[src/rtl/alu_iterative_if.sv]
// Request/response bundle between the multi-cycle controller and the iterative ALU.
interface alu_iterative_if #(
  parameter int DATA_WIDTH = 32
);
  logic                  start_i;
  logic [3:0]            ALU_Operation_i;
  logic [DATA_WIDTH-1:0] A_i;
  logic [DATA_WIDTH-1:0] B_i;
  logic                  busy_o;
  logic                  done_o;
  logic [DATA_WIDTH-1:0] ALU_Result_o;
  logic                  Zero_o;

  modport master (
    output start_i, ALU_Operation_i, A_i, B_i,
    input  busy_o, done_o, ALU_Result_o, Zero_o
  );

  modport slave (
    input  start_i, ALU_Operation_i, A_i, B_i,
    output busy_o, done_o, ALU_Result_o, Zero_o
  );
endinterface

[src/rtl/alu_iterative.sv]
// Multi-cycle ALU: single-cycle arithmetic/logic/LUI, bit-serial SLL/SRL,
// with a start/busy/done handshake toward the core's stall controller.
module alu_iterative #(
  parameter int DATA_WIDTH  = 32,
  parameter int SHAMT_WIDTH = 5
) (
  input  logic           clk,
  input  logic           reset,
  alu_iterative_if.slave bus
);
  localparam logic [1:0] ST_IDLE  = 2'd0;
  localparam logic [1:0] ST_SHIFT = 2'd1;
  localparam logic [1:0] ST_DONE  = 2'd2;

  localparam logic [3:0] OP_ADD = 4'b0000;
  localparam logic [3:0] OP_SUB = 4'b0001;
  localparam logic [3:0] OP_AND = 4'b0100;
  localparam logic [3:0] OP_OR  = 4'b0101;
  localparam logic [3:0] OP_XOR = 4'b0110;
  localparam logic [3:0] OP_LUI = 4'b0111;
  localparam logic [3:0] OP_SLL = 4'b1000;
  localparam logic [3:0] OP_SRL = 4'b1010;

  logic [1:0]             state_q, state_d;
  logic [DATA_WIDTH-1:0]  work_q, work_d;
  logic [SHAMT_WIDTH-1:0] cnt_q, cnt_d;
  logic                   dir_q, dir_d;      // 1 = shift right
  logic [DATA_WIDTH-1:0]  result_q, result_d;
  logic                   zero_q, zero_d;

  logic [SHAMT_WIDTH-1:0] shamt;
  logic                   is_shift;
  logic [DATA_WIDTH-1:0]  alu_now;
  logic [DATA_WIDTH-1:0]  work_step;

  assign shamt    = bus.B_i[SHAMT_WIDTH-1:0];
  assign is_shift = (bus.ALU_Operation_i == OP_SLL) || (bus.ALU_Operation_i == OP_SRL);

  // Single-cycle result; shifts only reach this path with shamt=0, where result=A.
  always_comb begin
    alu_now = '0;
    case (bus.ALU_Operation_i)
      OP_ADD:         alu_now = bus.A_i + bus.B_i;
      OP_SUB:         alu_now = bus.A_i - bus.B_i;
      OP_AND:         alu_now = bus.A_i & bus.B_i;
      OP_OR:          alu_now = bus.A_i | bus.B_i;
      OP_XOR:         alu_now = bus.A_i ^ bus.B_i;
      OP_LUI:         alu_now = bus.B_i;
      OP_SLL, OP_SRL: alu_now = bus.A_i;
      default:        alu_now = '0;
    endcase
  end

  assign work_step = dir_q ? {1'b0, work_q[DATA_WIDTH-1:1]}
                           : {work_q[DATA_WIDTH-2:0], 1'b0};

  always_comb begin
    state_d  = state_q;
    work_d   = work_q;
    cnt_d    = cnt_q;
    dir_d    = dir_q;
    result_d = result_q;
    zero_d   = zero_q;
    case (state_q)
      ST_IDLE, ST_DONE: begin
        state_d = ST_IDLE;
        if (bus.start_i) begin
          if (is_shift && (shamt != '0)) begin
            work_d  = bus.A_i;
            cnt_d   = shamt;
            dir_d   = (bus.ALU_Operation_i == OP_SRL);
            state_d = ST_SHIFT;
          end else begin
            result_d = alu_now;
            zero_d   = (alu_now == '0);
            state_d  = ST_DONE;
          end
        end
      end
      ST_SHIFT: begin
        work_d = work_step;
        cnt_d  = cnt_q - SHAMT_WIDTH'(1);
        if (cnt_q == SHAMT_WIDTH'(1)) begin
          result_d = work_step;
          zero_d   = (work_step == '0);
          state_d  = ST_DONE;
        end
      end
      default: state_d = ST_IDLE;
    endcase
  end

  always_ff @(posedge clk) begin
    if (!reset) begin
      state_q  <= ST_IDLE;
      work_q   <= '0;
      cnt_q    <= '0;
      dir_q    <= 1'b0;
      result_q <= '0;
      zero_q   <= 1'b1;
    end else begin
      state_q  <= state_d;
      work_q   <= work_d;
      cnt_q    <= cnt_d;
      dir_q    <= dir_d;
      result_q <= result_d;
      zero_q   <= zero_d;
    end
  end

  assign bus.busy_o       = (state_q == ST_SHIFT);
  assign bus.done_o       = (state_q == ST_DONE);
  assign bus.ALU_Result_o = result_q;
  assign bus.Zero_o       = zero_q;
endmodule

[src/flat_wrapper.sv]
// flat-port wrapper written by rule: the top's interface ports become plain ports
module alu_iterative_flat 
#(
  parameter int DATA_WIDTH  = 32,
  parameter int SHAMT_WIDTH = 5
)
  (clk, reset, bus_start_i, bus_ALU_Operation_i, bus_A_i, bus_B_i, bus_busy_o, bus_done_o, bus_ALU_Result_o, bus_Zero_o);
  alu_iterative_if #(.DATA_WIDTH(DATA_WIDTH)) bus_i ();
  input  logic clk;
  input  logic reset;
  input wire logic [$bits(bus_i.start_i)-1:0] bus_start_i;
  input wire logic [$bits(bus_i.ALU_Operation_i)-1:0] bus_ALU_Operation_i;
  input wire logic [$bits(bus_i.A_i)-1:0] bus_A_i;
  input wire logic [$bits(bus_i.B_i)-1:0] bus_B_i;
  output wire logic [$bits(bus_i.busy_o)-1:0] bus_busy_o;
  output wire logic [$bits(bus_i.done_o)-1:0] bus_done_o;
  output wire logic [$bits(bus_i.ALU_Result_o)-1:0] bus_ALU_Result_o;
  output wire logic [$bits(bus_i.Zero_o)-1:0] bus_Zero_o;
  assign bus_i.start_i = bus_start_i;
  assign bus_i.ALU_Operation_i = bus_ALU_Operation_i;
  assign bus_i.A_i = bus_A_i;
  assign bus_i.B_i = bus_B_i;
  assign bus_busy_o = bus_i.busy_o;
  assign bus_done_o = bus_i.done_o;
  assign bus_ALU_Result_o = bus_i.ALU_Result_o;
  assign bus_Zero_o = bus_i.Zero_o;
  alu_iterative #(.DATA_WIDTH(DATA_WIDTH), .SHAMT_WIDTH(SHAMT_WIDTH)) u_core (.clk(clk), .reset(reset), .bus(bus_i));
endmodule
[config.mk]
export PLATFORM = sky130hd
export DESIGN_NAME = alu_iterative_flat
export DESIGN_NICKNAME = d
export VERILOG_FILES = /design/src/rtl/alu_iterative_if.sv /design/src/rtl/alu_iterative.sv /design/src/flat_wrapper.sv
export SDC_FILE = /design/constraint.sdc
export NUM_CORES = 1
export LEC_CHECK = 0
export CAP_MARGIN = 20
export CORE_MARGIN = 1
export CORE_UTILIZATION = 55
export CTS_BUF_LIST = sky130_fd_sc_hd__clkbuf_16
export DETAILED_ROUTE_END_ITERATION = 16
export HOLD_SLACK_MARGIN = 0.08
export PLACE_DENSITY = 0.79
export SLEW_MARGIN = 20
export SYNTH_ARGS = -nofsm -noshare
export SYNTH_HDL_FRONTEND = slang
export SYNTH_SLANG_ARGS = --single-unit
[constraint.sdc]
create_clock -name clk -period 8.7 [get_ports clk]
set_clock_uncertainty 0.05 [all_clocks]
set_input_delay 1.74 -clock clk [delete_from_list [all_inputs] [get_ports clk]]
set_output_delay 1.74 -clock clk [all_outputs]
set_load 0.01 [all_outputs]
==> impl_metrics.csv <==
group,metric,value,unit
placed_design,placedCellCount,1387,
sta,worst_pin_slew,1.051,ns
yosys,yosysUniqueCellTypes,74,
setup_path,critical-path-top-delay-family,"simple AND/OR/NAND/NOR gates",
clock_network,htreeDepth,3,
die,initial_utilization,0.5711,
yosys,synthFlopType,"dfxtp_1",
setup_path,cpPeakStageDelay,0.71,ns
grt,use_met2,0.6020,
power,power_frac_clock,0.300,
clock_network,numClockSinks,73,
setup_path,cp_common_cell,"or4_1",
yosys,synthTopCellsByArea,"dfxtp_1 (17%), ha_1 (15%), a21oi_1 (6.4%)",
worst_hold_path,hold_path_class,"reg2reg",
die,dieWidth,125.8,microns
clock_network,clk_latency,0.34,ns
power,ir_worst_vdd,0.1347,mV
yosys,synth-seq-cells,73,
route,route.detailed.vias_per_inst,6.547,
finish,fin_cells,1402,
finish,fin_nets,1385,
power,seqPwrFrac,0.299,
setup_path,critPathLaunchType,"input pin",
sta,hold_violations,0,
clock_network,cts_resized,0,
finish,drive_gt1_frac,0.05501,
power,combPwrFrac,0.402,
clock_network,clk_pin_slew,0.06,ns
route,wl_per_cell,21.06,microns
yosys,syn_area,8426,sq um
route,antenna_left,0,
sta,fin_setup_tns,0,ns
die,rows,44,
yosys,syn-instance-count,1152,
clock_network,cts-buffers-inserted,9,
power,leakage,4.032,nW
finish,fill_cells,1329,
grt,use_met1,0.4706,
finish,layout_common_cells,"nor2_1 (141), a21oi_1 (108), clkdlybuf4s50_1 (104)",
sta,slew_headroom,0.2965,
finish,multi_input_area,6375,sq um
placed_design,place_congestion,0.9720,
grt,busiest_layer,"met2",
die,dieArea,15820,sq um
power,swShare,0.3624,
yosys,synth-async-reset-ratio,0,
setup_path,path_class,"in2reg",
yosys,synth_top_area_frac,0.1734,
sta,rsz0062_at_grt,"false",
placed_design,dp_hpwl,22.05,mm
clock_network,post_cts_buffers,0,
sta,fin_crit,7.501,ns
die,io_pins,106,
route,dr.pass1.iters,6,
clock_network,clk_path_buf_depth,2,
setup_path,cp_cell_sequence,"clkdlybuf4s50_1, nor3_1, nand3b_1, nor4_1, a31oi_1, xnor2_1, ha_1, nand2_1, o21ai_0, o21ai_0, o311ai_0, nand2_1, a211o_1, or4_1, or4_1, or4_1, or3_1, o31ai_2",
route,drt_iter0_drc,1133,
yosys,synth.avg_cell_area,7.314,sq um
placed_design,io_buffers,105,
setup_path,crit_arrival,7.71,ns
finish,regArea,1461,sq um
clock_network,cts_hold_repair.buffers,0,
power,p_switching,436.2,uW
grt,grt_use_met3,0.07349,
setup_path,path_buf_inv,1,
yosys,synth.largest_area_cell,"dfxtp_1",
finish,syn_to_final_growth,17.18,%
yosys,ys_warn_count,0,
yosys,syn_nets,1323,
setup_path,required,8.91,ns
die,die_h,125.8,microns
grt,grt_pass1_vias,8486,
setup_path,path_max_fanout,8,
grt,grt_max_degree,70,
sta,max_freq,133.3,MHz
power,internal_power,767.5,uW
clock_network,cts_root_buf,"clkbuf_16",
sta,setup_violations,0,
grt,grt_pass1_wl,45.96,mm
clock_network,cts_tree,"done",
die,core-area,14750,sq um
finish,final_common_cell,"nor2_1",
setup_path,critPathCaptureType,"register",
sta,fin_crit_sh,0.8621,
status,outcome,"finished, final reports clean",
power,powerDensity,121.9,nW/um^2
finish,n_antenna_cell,0,
grt,grt_remaining_overflow,0,
setup_path,crit_path_top_delay_cell,"nor4_1",
route,vias,9179,
run,cap_violations,0,
sta,slew_viol_final,0,
grt,track_usage,0.3696,
yosys,synth-edff-count,0,
yosys,ys_seq_area_frac,0.1734,
route,drt-total-wl,29.53,mm
grt,antenna_found_initial,1,
route,drc_errors,0,
==> cell families after synthesis <==
| kind of cell | after synthesis | share of synthesized area |
|---|---|---|
| AO/OA/AOI/OAI | 352 | 0.2764 |
| buffers and inverters | 159 | 0.07306 |
| multiplexers | 60 | 0.07841 |
| AND/OR/NAND/NOR | 358 | 0.1974 |
| XOR/XNOR | 50 | 0.05198 |
| adder cells (fa/ha/maj) | 100 | 0.1494 |
| flip-flops | 73 | 0.1734 |
==> sequential cells by signal, indices dropped and copies added (netlist names) <==
name and count:
u_core.bus.Zero_o 1, u_core.bus.ALU_Result_o 32, u_core.state_q 2, u_core.cnt_q 5, u_core.work_q 32, u_core.dir_q 1
==> worst reg2reg max path: stages (launching register included) <==
cell and delay [ns]:
dfxtp_1 0.40, nand2b_2 0.07, buf_4 0.29, inv_1 0.13
buf_4 0.40, nand2_1 0.14, o21ai_1 0.10, buf_4 0.24
o2111ai_1 0.13, nor4_1 0.31, nand4_1 0.18, a211o_1 0.30
or4_1 0.39, or4_1 0.46, or3_1 0.33, o31ai_2 0.21
==> worst paths after layout <==
path                                             from                                        to  slack [ns]  cells past startpoint
min reg2reg  u_core.bus.ALU_Result_o[24]$_SDFFE_PN0P_  u_core.bus.ALU_Result_o[24]$_SDFFE_PN0P_        0.40                      2
max reg2reg            u_core.state_q[0]$_SDFFE_PN0P_            u_core.bus.Zero_o$_SDFFE_PN1P_        4.48                     15
max                                        bus_B_i[2]            u_core.bus.Zero_o$_SDFFE_PN1P_        1.20                     18
min          u_core.bus.ALU_Result_o[24]$_SDFFE_PN0P_  u_core.bus.ALU_Result_o[24]$_SDFFE_PN0P_        0.40                      2
==> cell type report <==
cell class,count,share of cell area
multi-input cells,920,0.6457
flip-flops and latches,73,0.1480
repair buffers,126,0.1219
inverters,84,0.03219
well taps,184,0.02332
clock buffers,9,0.02281
clock inverters,6,0.006083
==> power by group through the flow <==
stage	registers, mW	clock network, mW	logic (mW)
final	0.359	0.361	0.483
after CTS	0.359	0.361	0.474
after detailed placement	0.366	0	0.470
after global routing	0.361	0.378	0.525
after global placement	0.366	0	0.467
after floorplan	0.368	0	0.302
==> metrics by stage <==
step / setup slack [ns] / instance area [sq um] / hold slack [ns] / power (mW) / util
after detailed placement: 1.023 / 9588 / 0.3951 / 0.8366 / 0.6498
after global routing: 0.8131 / 9873 / 0.4240 / 1.263 / 0.6692
after floorplan: 1.630 / 8426 / 0.3913 / 0.6704 / -
after CTS: 1.382 / 9873 / 0.4023 / 1.194 / 0.6692
after global placement: 1.106 / 9588 / 0.3887 / 0.8331 / 0.6498
final: 1.199 / 9873 / 0.3975 / 1.204 / 0.6692
==> per-layer routing <==
metal | vias up | part of all wire
met5 | - | 0
met2 | 481 | 0.45
li1 | 4308 | -
met3 | 102 | 0.090
met1 | 4288 | 0.41
met4 | 0 | 0.049
==> cells in the mapped netlist (13+ instances only) <==
cell type / count
ha_1: 99
mux2i_1: 48
nand3_1: 26
nor2b_1: 15
dfxtp_1: 73
o21ai_0: 55
a211oi_1: 18
a221oi_1: 33
clkbuf_1: 55
nor3_1: 16
xnor2_1: 44
nand4_1: 16
a22oi_1: 27
nor2_1: 142
a21oi_1: 108
a31oi_1: 13
nand2_1: 88
inv_1: 81
(Power assumes the default switching activity.)
